--- config.mk ---
export PLATFORM = sky130hd
export DESIGN_NAME = pkt_sched
export DESIGN_NICKNAME = d
export VERILOG_FILES = /design/src/rtl/pkt_sched_pkg.sv /design/src/rtl/pkt_sched_cooldown_ctr.sv /design/src/rtl/pkt_sched.sv
export SDC_FILE = /design/constraint.sdc
export NUM_CORES = 1
export LEC_CHECK = 0
export CAP_MARGIN = 25
export CELL_PAD_IN_SITES_DETAIL_PLACEMENT = 1
export CELL_PAD_IN_SITES_GLOBAL_PLACEMENT = 2
export CORE_ASPECT_RATIO = 0.5
export CORE_MARGIN = 10
export CORE_UTILIZATION = 27
export CTS_CLUSTER_DIAMETER = 40
export DETAILED_ROUTE_END_ITERATION = 8
export MAX_ROUTING_LAYER = met4
export PLACE_DENSITY_LB_ADDON = 0.1
export SYNTH_ARGS = -nofsm -noshare
export SYNTH_HDL_FRONTEND = slang
export SYNTH_SLANG_ARGS = --single-unit
--- constraint.sdc ---
create_clock -name clk -period 3.76 [get_ports clk]
set_input_delay 0.564 -clock clk [delete_from_list [all_inputs] [get_ports clk]]
set_output_delay 0.564 -clock clk [all_outputs]
set_load 0.005 [all_outputs]
--- src/rtl/pkt_sched_pkg.sv ---
// Shared router types and constants: packet format, default port/node counts
// and the round-robin index helper used by the scheduler.
package pkt_sched_pkg;

  localparam int DEST_W        = 4;
  localparam int PAYLOAD_W     = 12;
  localparam int ROUTER_NPORTS = 4;
  localparam int ROUTER_NNODES = 6;

  typedef struct packed {
    logic [DEST_W-1:0]    destID;
    logic [PAYLOAD_W-1:0] payload;
  } pkt_t;

  // Position k of a circular search that starts at base, over n entries.
  function automatic int rr_index(input int base, input int k, input int n);
    return (base + k) % n;
  endfunction

endpackage

--- src/rtl/pkt_sched_cooldown_ctr.sv ---
// Per-output cooldown timer: ready while the output may accept a grant.
module cooldown_ctr #(
  parameter int COOLDOWN = 5
) (
  input  logic clk,
  input  logic rst_b,
  input  logic ld,
  output logic ready
);

  localparam logic [3:0] CD = 4'(COOLDOWN);

  logic [3:0] cnt;

  // cnt counts cycles since the last grant, with the grant cycle itself as 0.
  // It therefore reads 1 in the cycle after a grant, so the output is ready
  // again exactly COOLDOWN cycles after the grant (every cycle when COOLDOWN=1).
  always_ff @(posedge clk or negedge rst_b) begin
    if (!rst_b)          cnt <= CD;
    else if (ld)         cnt <= 4'd1;
    else if (cnt != CD)  cnt <= cnt + 4'd1;
  end

  assign ready = (cnt == CD);

endmodule

--- src/rtl/pkt_sched.sv ---
// Output scheduler: routes each FIFO head to its output, arbitrates each
// output round-robin among requesting inputs, and discards unroutable heads.
module pkt_sched
  import pkt_sched_pkg::*;
#(
  parameter int NPORTS   = ROUTER_NPORTS,
  parameter int NNODES   = ROUTER_NNODES,
  parameter int COOLDOWN = 5,
  localparam int PW      = (NPORTS > 1) ? $clog2(NPORTS) : 1,
  // destID i -> output port ROUTE[i*PW +: PW]; default maps i to i mod 4
  parameter logic [NNODES*PW-1:0] ROUTE = 12'b01_00_11_10_01_00
) (
  input  logic              clk,
  input  logic              rst_b,
  input  logic [NPORTS-1:0] q_empty,
  input  pkt_t              top_q [NPORTS],
  output logic [NPORTS-1:0] re,
  output logic [NPORTS-1:0] en_send,
  output pkt_t              value_to_send [NPORTS],
  output logic [NPORTS-1:0] out_ready,
  output logic              drop,
  output logic [7:0]        drop_cnt
);

  logic [PW-1:0]     ptr    [NPORTS];
  logic [PW-1:0]     winner [NPORTS];
  logic [NPORTS-1:0] req    [NPORTS];   // req[o][i]: input i wants output o
  pkt_t              val_raw [NPORTS];
  logic [NPORTS-1:0] ready;
  logic [NPORTS-1:0] grant;
  logic [NPORTS-1:0] re_raw;
  logic [NPORTS-1:0] drop_vec;
  logic [3:0]        ndrop;
  logic [8:0]        drop_sum;

  for (genvar o = 0; o < NPORTS; o++) begin : g_cool
    cooldown_ctr #(.COOLDOWN(COOLDOWN)) u_cool (
      .clk   (clk),
      .rst_b (rst_b),
      .ld    (grant[o]),
      .ready (ready[o])
    );
  end

  // Request decode, drop detection and per-output rotated search from ptr.
  always_comb begin
    logic [PW-1:0] idx;
    logic          found;
    idx      = '0;
    found    = 1'b0;
    grant    = '0;
    re_raw   = '0;
    drop_vec = '0;
    ndrop    = '0;
    for (int o = 0; o < NPORTS; o++) begin
      req[o]     = '0;
      winner[o]  = '0;
      val_raw[o] = '0;
    end
    for (int i = 0; i < NPORTS; i++) begin
      if (!q_empty[i]) begin
        if (int'(top_q[i].destID) < NNODES) begin
          req[ROUTE[int'(top_q[i].destID)*PW +: PW]][i] = 1'b1;
        end else begin
          drop_vec[i] = 1'b1;
          ndrop       = ndrop + 4'd1;
        end
      end
    end
    re_raw = drop_vec;
    for (int o = 0; o < NPORTS; o++) begin
      found = 1'b0;
      for (int k = 0; k < NPORTS; k++) begin
        idx = PW'(rr_index(int'(ptr[o]), k, NPORTS));
        if (ready[o] && !found && req[o][idx]) begin
          found     = 1'b1;
          winner[o] = idx;
        end
      end
      grant[o] = found;
      if (found) begin
        re_raw[winner[o]] = 1'b1;
        val_raw[o]        = top_q[winner[o]];
      end
    end
  end

  // Strobes are held low for the whole time reset is asserted.
  always_comb begin
    re        = rst_b ? re_raw : '0;
    en_send   = rst_b ? grant : '0;
    drop      = rst_b & (|drop_vec);
    out_ready = ready;
    for (int o = 0; o < NPORTS; o++) begin
      value_to_send[o] = (rst_b && grant[o]) ? val_raw[o] : '0;
    end
  end

  // Round-robin pointers advance past the winner on each grant.
  always_ff @(posedge clk or negedge rst_b) begin
    if (!rst_b) begin
      for (int o = 0; o < NPORTS; o++) ptr[o] <= '0;
    end else begin
      for (int o = 0; o < NPORTS; o++) begin
        if (grant[o]) ptr[o] <= PW'(rr_index(int'(winner[o]), 1, NPORTS));
      end
    end
  end

  assign drop_sum = {1'b0, drop_cnt} + 9'(ndrop);

  // Saturating count of discarded heads.
  always_ff @(posedge clk or negedge rst_b) begin
    if (!rst_b) drop_cnt <= '0;
    else        drop_cnt <= drop_sum[8] ? 8'hFF : drop_sum[7:0];
  end

endmodule

**Word level (Yosys, flattened, before mapping)**

Cells that the tools add are included.

- Flip-flop bits (word level): 32
- Bits in read-only memories: 0
- Memories: 0
- Bits in writable memories: 0
- Latch bits: 0
- Word-level logic and storage cells: 297

- Bitwise operators: 16
- Eq/ne operators: 8
- Multiplexer cells: 139
- Order comparisons: 40
- Shift operators: 4
- Multiply operators: 0
- $add $sub $neg: 24
- Div/mod/pow operators: 0
- Reductions and logical operators: 57

Operators with widths:

| kind | number |
|---|---|
| $mux W16 | 24 |
| $bmux W16 S2 | 4 |
| $mux W4 | 22 |
| $lt A2 B3 Y1 const B | 20 |
| $or A16 B16 Y16 | 3 |
| $shiftx A12 B6 Y2 const A | 4 |
| $mux W1 | 46 |
| $logic_and A1 B1 Y1 | 40 |
| $mux W2 | 17 |
| $bmux W1 S2 | 16 |
| $demux W4 S2 | 4 |
| $add A4 B1 Y4 const B | 7 |
| $ge A3 B3 Y1 const B | 8 |
| $not A2 Y3 | 8 |
| $add A2 B1 Y2 const B | 8 |
| $add A2 B2 Y2 const B | 8 |
| $eq A4 B3 Y1 const B | 4 |
| $lt A4 B3 Y1 const B | 4 |
| $ne A4 B3 Y1 const B | 4 |
| $or A4 B4 Y4 | 4 |
| $logic_not A1 Y1 | 12 |
| $lt A3 B1 Y1 const B | 4 |
| $add A8 B4 Y9 | 1 |
| $demux W1 S2 | 4 |
| other kinds (6) | 12 |

**Longest topological paths before layout**

Gate-level depths: netlist of run 1.

- Depth after elaboration: 46
- Mapped depth: 15
- Gate-level depth less buffers: 15

**By module**

Synthesis of run 1 repeated with hierarchy kept, for this count alone.

- Cell total of the unflattened synthesis: 554
- Area total of the unflattened synthesis: 4868.4 µm²

By module, submodules not included:

| module | instances | area each (µm²) | cells each | seq. area each (µm²) |
|---|---|---|---|---|
| pkt_sched | 1 | 3937.5 | 470 | 400.4 |
| cooldown_ctr | 4 | 232.7 | 21 | 102.6 |

**Least setup slack after synthesis of run 1**

Ideal clock, no wire load.

- Path kind: input port to flip-flop
- From: in top_q[61] (netlist bit)
- To: reg drop_cnt[3]
- Setup slack: -27 ps
- Required time: 3626 ps
- Stages: 14
- Data arrival time: 3653 ps
- Path through: a21oi_1 -> nor2_1 -> ha_1 -> mux2_2 -> ha_1 -> mux2_2 -> ha_1 -> mux2_2 -> fa_1 -> a21o_1 -> a21oi_1 -> nor2_1 -> nand3_1 -> o21ai_0

- Word-level cells in the longest chain between the ends: 14

RTL lines:

| element | RTL line | source |
|---|---|---|
| start, declared | pkt_sched.sv:16 | `input pkt_t top_q [NPORTS],` |
| $lt A4 B3 Y1 * | pkt_sched.sv:62 | `if (int'(top_q[i].destID) < NNODES) begin` |
| $mux W1 * | pkt_sched.sv:62 |  |
| $mux W4 * | pkt_sched.sv:61 | `if (!q_empty[i]) begin` |
| $add A4 B1 Y4 | pkt_sched.sv:66 | `ndrop = ndrop + 4'd1;` |
| $mux W4 | pkt_sched.sv:62 |  |
| $mux W4 * | pkt_sched.sv:61 |  |
| $add A4 B1 Y4 | pkt_sched.sv:66 |  |
| $mux W4 | pkt_sched.sv:62 |  |
| $mux W4 * | pkt_sched.sv:61 |  |
| $add A4 B1 Y4 | pkt_sched.sv:66 |  |
| $mux W4 | pkt_sched.sv:62 |  |
| $mux W4 * | pkt_sched.sv:61 |  |
| $add A8 B4 Y9 * | pkt_sched.sv:110 | `assign drop_sum = {1'b0, drop_cnt} + 9'(ndrop);` |
| $mux W8 * | pkt_sched.sv:115 | `else drop_cnt <= drop_sum[8] ? 8'hFF : drop_sum[7:0];` |
| end signal, assigned | pkt_sched.sv:115 |  |
| end, declared | pkt_sched.sv:22 | `output logic [7:0] drop_cnt` |

Mark *: on every way between the ends. The rest lies on a longest branch, timed or not.
A chain may end at the register's enable or synchronous reset.

**Final worst setup path of run 1**

- From: in top_q[13] (netlist bit)
- To: out re[0]

- Word-level cells in the longest chain between the ends: 38
- Elaborated cells on any way between the ends: 144
- Those cells by class: 11 x order compare; 1 x shift; 81 x mux; 6 x bitwise; 45 x reduce/logical

RTL lines:

| element | RTL line | source |
|---|---|---|
| $shiftx A12 B6 Y2 | pkt_sched.sv:63 | `req[ROUTE[int'(top_q[i].destID)*PW +: PW]][i] = 1'b1;` |
| $not A2 Y3 (not written as such) | pkt_sched.sv:63 |  |
| $ge A3 B3 Y1 (not written as such) / $lt A3 B1 Y1 (equally long branches) | pkt_sched.sv:63 |  |
| $logic_and A1 B1 Y1 (not written as such) | pkt_sched.sv:63 |  |
| $mux W4 (not written as such) | pkt_sched.sv:63 |  |
| $demux W4 S2 | pkt_sched.sv:63 |  |
| $or A16 B16 Y16 (no source line) | n/a |  |
| $mux W16 * | pkt_sched.sv:62 |  |
| [... 22 more ...] | n/a |  |
| $mux W4 | pkt_sched.sv:81 | `if (found) begin` |
| $or A4 B4 Y4 (no source line) | n/a |  |
| $mux W4 | pkt_sched.sv:81 |  |
| $or A4 B4 Y4 (no source line) | n/a |  |
| $mux W4 | pkt_sched.sv:81 |  |
| $or A4 B4 Y4 (no source line) | n/a |  |
| $mux W4 * | pkt_sched.sv:81 |  |
| $mux W4 * | pkt_sched.sv:90 | `re = rst_b ? re_raw : '0;` |
| end, declared | pkt_sched.sv:17 | `output logic [NPORTS-1:0] re,` |

Mark *: on every way between the ends. The rest lies on a longest branch, timed or not. The select of a mux whose other input is x is not followed.

==> summary.md, run 1 <==
| Metric | Value |
|---|---|
| Status | completed |
| Relative slew slack | 67.3% |
| ANT nets after route | 0 |
| Leakage | 4.02 nW |
| Syn-to-layout area delta | 64.4% |
| Hold_buf cts | 0 |
| FILL cells | 1820 |
| Reg-to-Reg End | ptr[5] |
| Mux share of post-synthesis cell area | 22.2% |
| Maximum VDD drop | 0.183 mV |
| H-tree depth | 2 |
| Max Cap Viol | 0 |
| Largest net degree at the start of global routing | 26 |
| Iteration-0 DRC count of the detailed router | 217 |
| CTS buffer count | 5 |
| Synth Area in Adders | 9.22% |
| Slew @ Worst Pin | 479 ps |
| Setup TNS | 0 ps |
| Rows | 32 |
| Simple logic cell fraction of the synthesized area | 15.9% |
| Crit path launch type | input port |
| Kind of cell adding the most delay to the critical path | compound AO/OA/AOI/OAI gates |
| Share of layout cells above drive strength 1 | 29.2% |
| Critical Path End | re[0] |
| Vias in the first global route | 5294 |
| Post-DP HPWL | 15600 µm |
| Largest family of logic cells by synthesized area | compound AO/OA/AOI/OAI gates |
| Critical Path Sink Type | output port |
| I/O Pins | 155 |
| Pre-CTS WS | -745 ps |
| CP max FO | 5 |
| EDFF count, synth | 0 |
| Sink Count | 32 |
| # DRC | 0 |
| Synth Cell Area | 0.00443 mm² |
| Nets | 841 |
| RSZ-0062 raised after global routing | yes |
| Crit path DAT | 3150 ps |
| Skew final | 7.28 ps |
| Area of the multi-input gates | 0.00352 mm² |
| WP depth | 13 |
| FF+latch count, synth | 32 |
| Final min period | 3720 ps |
| CP Buf/Inv Count | 5 |
| I/O Buffers | 144 |
| Worst r2r path cells | 9 |
| Final Hold Fails | 0 |
| Synth Flop Type | dfrtp_1 |
| Count leader, synth | mux2i_1 |
| Synthesized instance count | 509 |
| Mean Syn Cell Area | 8.69 µm² |
| Pre-antenna DRT Iters | 5 |
| Worst path max stage delay | 330 ps |
| Core ar. | 0.0157 mm² |
| GPL Wtd Cong | 0.854 |
| Final setup fails | 0 |
| Post-DP Area | 0.00685 mm² |
| Count of cell types in the netlist | 71 |
| DP Cell Count | 947 |
| Final instance area | 0.00728 mm² |
| Die Area | 0.0222 mm² |
| Type of the worst min-delay path | in -> async |
| CP cell instances | dlygate4sd2_1, nor4b_4, buf_4, and2_4, buf_4, a311oi_2, a21oi_1, o31a_1, buf_4, ha_1, a222oi_1, a21boi_1, dlygate4sd2_1 |
| Initial Util | 28.1% |
| GR Overflow Total | 0 |
| Clock Latency Late Sink | 280 ps |
| Final cell count without fillers | 962 |
| Ys Warns | 0 |
| Clock tree buffer depth | 2 |
| Fmax | 269 MHz |
| Reg-to-reg startpoint | g_cool[1].u_cool.cnt[0] |
| Clk slew on worst S/H paths | 60 ps |
| Final WL | 19600 µm |
| CP Launch Point | top_q[13] |
| TritonCTS clock tree | yes |
| Xor and xnor area share after synthesis | 2.57% |
| Cell taking the most area after synthesis | mux2i_1 |
| Post-synthesis sequential area ratio | 18.3% |
| Via density | 5.08 |
| Post-synth ARST share | 100% |
| Die width | 201 µm |
| Crit-path slowest cell | a222oi_1 |
| Vias | 4889 |
| Setup slack, reg-to-reg | 1330 ps |
| Register Area | 811 µm² |
| Synth top cells by count | mux2i_1, o22ai_1, ha_1 |
| Total track usage | 17.5% |
| Synth Area in Compound Gates | 22.9% |
| Most used cell, CP | buf_4 |
| Final Max Slew Viols | 0 |
| PwrDens | 332 mW/mm² |
| Top cells by area, synth | mux2i_1, dfrtp_1, ha_1, o22ai_1, dfstp_2 |
| Worst Setup Path Type | in -> out |
| Routed len/inst | 20.4 µm |
| Crit path required time | 3200 ps |
| Clk root buf | clkbuf_16 |
| First-pass GRT wire length | 30800 µm |
| Die Height | 111 µm |
| Worst Setup Slack, final | 43.5 ps |
| Period utilization | 98.8% |
| Synth top area share | 20.1% |
| Antenna violations before repair | 1 |
registers in the layout, summed over array words and instances, names as in the netlist:
register,count
drop_cnt,8
ptr,8
g_cool.u_cool.cnt,16
cell usage in the layout (no fill, tap or decap), types with 4 or more instances in the layout:
cell              n
a211oi_1          4
a21boi_1          5
a21o_1            8
a21oi_1          22
a21oi_2           5
a222oi_1          4
a22oi_1          24
and2_1            7
buf_12           11
buf_2            13
buf_4            95
buf_6             7
clkbuf_16         5
clkbuf_2          8
clkdlybuf4s15_2   5
clkdlybuf4s50_1  71
conb_1           10
dfrtp_1          24
dfstp_2           8
dlygate4sd2_1    25
dlymetal6s2s_1   19
ha_1             30
inv_1            24
mux2_2            4
mux2_4            4
mux2i_1          89
nand2_1          23
nand2b_1          8
nand3_1           6
nor2_1           23
nor2_2            4
nor3_1           10
o21ai_0           8
o22ai_1          37
xnor2_1           8
xor2_1            5
per-stage QoR:
step | hold slack (ps) | utilization [%] | power, mW
after floorplan | 268 | - | 1.35
after global placement | 478 | 43.5 | 1.87
after detailed placement | 489 | 43.5 | 1.91
after CTS | 365 | 45.8 | 2.43
after global routing | 371 | 46.2 | 2.62
final | 351 | 46.2 | 2.41
logic make-up after synthesis:
group,count (synthesis)
AO/OA/AOI/OAI,147
XOR/XNOR,13
adder cells (fa/ha/maj),32
buffers and inverters,69
flip-flops,32
multiplexers,97
other,1
AND/OR/NAND/NOR,118
layer usage:
layer	GRT usage [%]	routed length, µm	up-vias
li1	-	-	2368
met1	21.2	8900	2413
met2	28.4	9080	104
met3	6.17	1590	4
met4	1.99	72	0
met5	-	0	-
layout make-up:
| cell class | instances | area share (%) |
|---|---|---|
| flip-flops and latches | 32 | 11.1 |
| clock buffers | 6 | 1.77 |
| clock inverters | 2 | 0.482 |
| repair buffers | 258 | 33.0 |
| well taps | 221 | 3.80 |
| multi-input cells | 417 | 48.4 |
| inverters | 25 | 1.29 |
| diodes | 1 | 0.0344 |
worst min-delay path by stage:
| stage | from | endpoint | slack (ps) |
|---|---|---|---|
| after CTS | rst_b | g_cool[1].u_cool.cnt[3] | 370 |
| after floorplan | rst_b | drop_cnt[0] | 270 |
| final | rst_b | g_cool[1].u_cool.cnt[3] | 350 |
| after global placement | g_cool[3].u_cool.cnt[3] | g_cool[3].u_cool.cnt[3] | 480 |
| after detailed placement | g_cool[1].u_cool.cnt[3] | g_cool[1].u_cool.cnt[3] | 490 |
| after global routing | rst_b | g_cool[1].u_cool.cnt[3] | 370 |
timing repair:
action,in CTS,in global routing
endpoints found under the setup margin,65,43
gates resized for setup,146,55
cloned,1,0
pin swaps,24,18
hold endpoints to repair,0,0
buffers inserted,3,2
report_power, final:
part	total, mW	internal [mW]	switching [mW]
Clock	0.473	0.312	0.161
Sequential	0.753	0.551	0.202
Combinational	1.19	0.639	0.549
Total	2.41	1.50	0.913
(Power assumes the default switching activity.)
==> run 2, diff against run 1 <==
--- a/config.mk
+++ b/config.mk
@@ -15,6 +15,7 @@
 export DETAILED_ROUTE_END_ITERATION = 8
 export MAX_ROUTING_LAYER = met4
 export PLACE_DENSITY_LB_ADDON = 0.1
+export SKIP_CTS_REPAIR_TIMING = 1
 export SYNTH_ARGS = -nofsm -noshare
 export SYNTH_HDL_FRONTEND = slang
 export SYNTH_SLANG_ARGS = --single-unit
==> summary.md, run 2 (synthesis results as in run 1) <==
| Metric | Value |
|---|---|
| Setup slack, reg-to-reg | 1330 ps (about the same) |
| Maximum VDD drop | 0.182 mV (-0.23%) |
| GPL Wtd Cong | 0.854 (unchanged) |
| Final min period | 3660 ps (-53.5 ps) |
| Share of layout cells above drive strength 1 | 28.0% (-1.2 points) |
| Critical Path Sink Type | flip-flop |
| Syn-to-layout area delta | 69.1% |
| Reg-to-Reg End | ptr[5] |
| Largest net degree at the start of global routing | 26 (unchanged) |
| Kind of cell adding the most delay to the critical path | multiplexers |
| Max Cap Viol | 0 (unchanged) |
| Worst r2r path cells | 9 (unchanged) |
| CP max FO | 5 (unchanged) |
| I/O Buffers | 144 (unchanged) |
| Die Height | 111 µm (unchanged) |
| Total track usage | 17.3% (-0.29 points) |
| Initial Util | 28.1% (unchanged) |
| First-pass GRT wire length | 30300 µm (-1.4%) |
| Post-DP Area | 0.00685 mm² (unchanged) |
| Antenna violations before repair | 1 (unchanged) |
| Worst path max stage delay | 350 ps (+20 ps) |
| Final Hold Fails | 0 (unchanged) |
| Via density | 5.10 (+0.29%) |
| Crit path required time | 3930 ps (+730 ps) |
| Sink Count | 32 (unchanged) |
| CTS buffer count | 5 (unchanged) |
| Crit path DAT | 3830 ps (+680 ps) |
| Worst Setup Path Type | in -> reg |
| Most used cell, CP | ha_1 |
| Leakage | 4.55 nW (+13%) |
| Most frequent cells in the layout | buf_4, mux2i_1, clkdlybuf4s50_1 |
| Commonest non-fill, non-tap cell in the layout | buf_4 |
| Final WL | 19800 µm (+0.76%) |
| Final instance area | 0.00748 mm² (+2.9%) |
| Post-DP HPWL | 15600 µm (unchanged) |
| Setup TNS | 0 ps (unchanged) |
| TritonCTS clock tree | yes |
| Final setup fails | 0 (unchanged) |
| # DRC | 0 (unchanged) |
| Period utilization | 97.4% (-1.4 points) |
| ANT nets after route | 0 (unchanged) |
| Fin util | 47.6% (+1.3 points) |
| Total Power | 2.42 mW (+0.14%) |
| Register bank with the most flops | g_cool.u_cool.cnt |
| Clock tree buffer depth | 2 (unchanged) |
| Crit-path slowest cell | mux2_2 |
| I/O Pins | 155 (unchanged) |
| Max reg flops | 16 (unchanged) |
| Pre-antenna DRT Iters | 5 (unchanged) |
| Core ar. | 0.0157 mm² (unchanged) |
| Clock Latency Late Sink | 280 ps (about the same) |
| Die Area | 0.0222 mm² (unchanged) |
| H-tree depth | 2 (unchanged) |
| Final Max Slew Viols | 0 (unchanged) |
| GR Overflow Total | 0 (unchanged) |
| CP cell instances | dlymetal6s2s_1, a21o_1, ha_1, mux2_4, ha_4, mux2_2, ha_1, mux2_4, ha_1, a21o_1, a21oi_2, nor2b_1, o2111ai_1, mux2_2 |
| Routed len/inst | 20.4 µm (-0.17%) |
| Crit path launch type | input port |
| Type of the worst min-delay path | in -> async |
| Clk root buf | clkbuf_16 |
| Iteration-0 DRC count of the detailed router | 177 (-18%) |
| Fmax | 273 MHz (+1.5%) |
| Regs by FF count | g_cool.u_cool.cnt: 16 flops, drop_cnt: 8 flops, ptr: 8 flops |
| DP Cell Count | 947 (unchanged) |
| Nets | 850 (+1.1%) |
| Clk slew on worst S/H paths | 60 ps (about the same) |
| Skew final | 7.99 ps (+0.704 ps) |
| Reg-to-reg startpoint | g_cool[1].u_cool.cnt[0] |
| Final cell count without fillers | 971 (+0.94%) |
| Status | completed |
| Die width | 201 µm (unchanged) |
| Vias | 4949 (+1.2%) |
| Rows | 32 (unchanged) |
| PwrDens | 323 mW/mm² (-2.7%) |
| Vias in the first global route | 5266 (-0.53%) |
| CP Buf/Inv Count | 1 (-4) |
## run 2: routing by layer
metal	share of wire, %	global-route usage, %	up-vias
met2	46	27.2	113
met3	8.3	6.29	11
met4	0.67	2.09	0
met5	0	-	-
li1	-	-	2390
met1	45	21.2	2435
## run 2: through the flow
stage | hold slack [ps] | setup slack [ps]
finish | 350 | 97.0
detailed placement | 489 | -745
CTS | 331 | -687
global route | 369 | -6.87
floorplan | 268 | 22.6
global placement | 478 | -625
## run 2: how the worst max path moves through the flow
stage,slack (ps),endpoint,from,cells past startpoint
4_1_cts,-690,value_to_send[1],top_q[31],11
5_1_grt,-7,drop_cnt[7],top_q[62],15
3_5_place_dp,-740,drop_cnt[7],top_q[61],15
2_1_floorplan,20,drop_cnt[7],top_q[61],14
6_report,100,drop_cnt[7],top_q[47],14
3_3_place_gp,-630,drop_cnt[7],top_q[61],15
## run 2: report_power, final
| group | internal [mW] | total [mW] | switching [mW] |
|---|---|---|---|
| sequential | 0.551 | 0.748 | 0.197 |
| combinational | 0.649 | 1.20 | 0.550 |
| clock | 0.312 | 0.471 | 0.159 |
## run 2: layout make-up
cell class / instances / area, µm²
diodes: 1 / 2.50
clock inverters: 2 / 35.0
flip-flops and latches: 32 / 811
repair buffers: 267 / 2620
clock buffers: 6 / 129
multi-input cells: 417 / 3520
fillers: 1788 / 8250
inverters: 25 / 93.8
well taps: 221 / 277
==> run 3, diff against run 2 <==
--- a/config.mk
+++ b/config.mk
@@ -14,7 +14,7 @@
 export CTS_CLUSTER_DIAMETER = 40
 export DETAILED_ROUTE_END_ITERATION = 8
 export MAX_ROUTING_LAYER = met4
-export PLACE_DENSITY_LB_ADDON = 0.1
+export PLACE_DENSITY = 0.8
 export SKIP_CTS_REPAIR_TIMING = 1
 export SYNTH_ARGS = -nofsm -noshare
 export SYNTH_HDL_FRONTEND = slang
==> summary.md, run 3 (synthesis results as in run 1) <==
| Metric | Value |
|---|---|
| Worst Setup Path Type | in -> reg |
| Slew @ Worst Pin | 528 ps |
| Vias | 4927 (-0.44%) |
| Final WL | 19500 µm (-1.6%) |
| PwrDens | 317 mW/mm² (-2.0%) |
| Vias in the first global route | 5198 (-1.3%) |
| Reg-to-reg startpoint | g_cool[1].u_cool.cnt[0] |
| ANT nets after route | 0 (unchanged) |
| Reg-to-Reg End | ptr[5] |
| Type of the worst min-delay path | in -> async |
| Crit path launch type | input port |
| Final min period | 3690 ps (+29.7 ps) |
| H-tree depth | 2 (unchanged) |
| Nets | 836 (-1.6%) |
| # DRC | 0 (unchanged) |
| Post-DP HPWL | 14900 µm (-4.6%) |
| Status | completed |
| Core ar. | 0.0157 mm² (unchanged) |
| Via density | 5.15 (+1.1%) |
| Final Hold Fails | 0 (unchanged) |
| Crit path DAT | 3860 ps (+30 ps) |
| Syn-to-layout area delta | 68.9% |
| Crit path required time | 3930 ps (about the same) |
| Clock Latency Late Sink | 280 ps (about the same) |
| Final Max Slew Viols | 0 (unchanged) |
| Final setup fails | 0 (unchanged) |
| Routed len/inst | 20.4 µm (about the same) |
| Critical Path Sink Type | flip-flop |
| First-pass GRT wire length | 29000 µm (-4.6%) |
| Rows | 32 (unchanged) |
| GR Overflow Total | 0 (unchanged) |
| Setup TNS | 0 ps (unchanged) |
| Leakage | 4.63 nW (+1.8%) |
| Sink Count | 32 (unchanged) |
| Initial Util | 28.1% (unchanged) |
| TritonCTS clock tree | yes |
| Clk slew on worst S/H paths | 60 ps (about the same) |
| CTS buffer count | 5 (unchanged) |
| Register bank with the most flops | g_cool.u_cool.cnt |
| Relative slew slack | 64.8% |
| Total track usage | 16.1% (-1.1 points) |
| Die Area | 0.0222 mm² (unchanged) |
| I/O Buffers | 144 (unchanged) |
| Fmax | 271 MHz (-0.80%) |
| Die width | 201 µm (unchanged) |
| Largest net degree at the start of global routing | 39 (+50%) |
| Antenna violations before repair | 0 (-1) |
| Most frequent cells in the layout | buf_4, mux2i_1, clkdlybuf4s50_1 |
| I/O Pins | 155 (unchanged) |
| CP Launch Point | top_q[61] |
| Clk root buf | clkbuf_16 |
| DP Cell Count | 931 (-1.7%) |
| N_diodes | 0 (-1) |
| Max reg flops | 16 (unchanged) |
| Pre-antenna DRT Iters | 5 (unchanged) |
| Maximum VDD drop | 0.194 mV (+6.5%) |
| Iteration-0 DRC count of the detailed router | 182 (+2.8%) |
| Commonest non-fill, non-tap cell in the layout | buf_4 |
| GPL Wtd Cong | 0.854 (about the same) |
| CP max FO | 3 (-2) |
| Worst r2r path cells | 9 (unchanged) |
| Skew final | 5.23 ps (-2.76 ps) |
| Share of layout cells above drive strength 1 | 26.3% (-1.8 points) |
| Regs by FF count | g_cool.u_cool.cnt: 16 flops, drop_cnt: 8 flops, ptr: 8 flops |
| Max Cap Viol | 0 (unchanged) |
| Die Height | 111 µm (unchanged) |
| Setup slack, reg-to-reg | 1290 ps (-40 ps) |
| Clock tree buffer depth | 2 (unchanged) |
| Final cell count without fillers | 956 (-1.5%) |
| Period utilization | 98.2% (+0.79 points) |
run 3: worst max path at each step:
stage	cells past startpoint	end	slack, ps
2_1_floorplan	14	drop_cnt[7]	20
3_3_place_gp	15	drop_cnt[7]	-630
3_5_place_dp	15	drop_cnt[7]	-680
4_1_cts	11	re[3]	-580
5_1_grt	15	drop_cnt[7]	-80
6_report	15	drop_cnt[7]	70
run 3: cell type report:
cell class / count / area [µm²]
flip-flops and latches: 32 / 811
fillers: 1793 / 8260
clock inverters: 3 / 23.8
repair buffers: 253 / 2580
multi-input cells: 417 / 3570
inverters: 25 / 93.8
clock buffers: 5 / 125
well taps: 221 / 277
run 3: stage by stage:
stage | utilization [%] | hold slack, ps | total power, mW | cell area (µm²) | setup slack, ps
6_report | 47.5 | 122 | 2.37 | 7480 | 67.3
3_5_place_dp | 42.5 | 412 | 1.89 | 6690 | -678
2_1_floorplan | - | 268 | 1.35 | 4460 | 22.6
5_1_grt | 47.5 | 129 | 2.56 | 7480 | -75.2
3_3_place_gp | 42.5 | 419 | 1.84 | 6690 | -630
4_1_cts | 43.5 | 119 | 2.32 | 6840 | -580
run 3: power by group:
part	switching [mW]	internal, mW	total (mW)
Sequential	0.196	0.550	0.747
Clock	0.164	0.246	0.411
Combinational	0.556	0.653	1.21
Total	0.917	1.45	2.37
run 3: per-layer routing:
metal	track usage, %	vias to the layer above	part of all wire (%)
li1	-	2362	-
met5	-	-	0
met1	19.9	2455	45
met2	26.1	105	48
met3	4.80	5	6.6
met4	1.89	0	0.33
run 3: worst max-delay path, stage by stage:
cell            delay [ps]
dlymetal6s2s_1         210
a21oi_2                100
nor2_1                 170
ha_1                   250
mux2_4                 300
ha_4                   220
mux2_2                 280
ha_1                   290
mux2_4                 280
ha_1                   270
a21o_1                 180
a21oi_2                150
nor2b_2                 70
o2111ai_2              200
mux2_4                 310
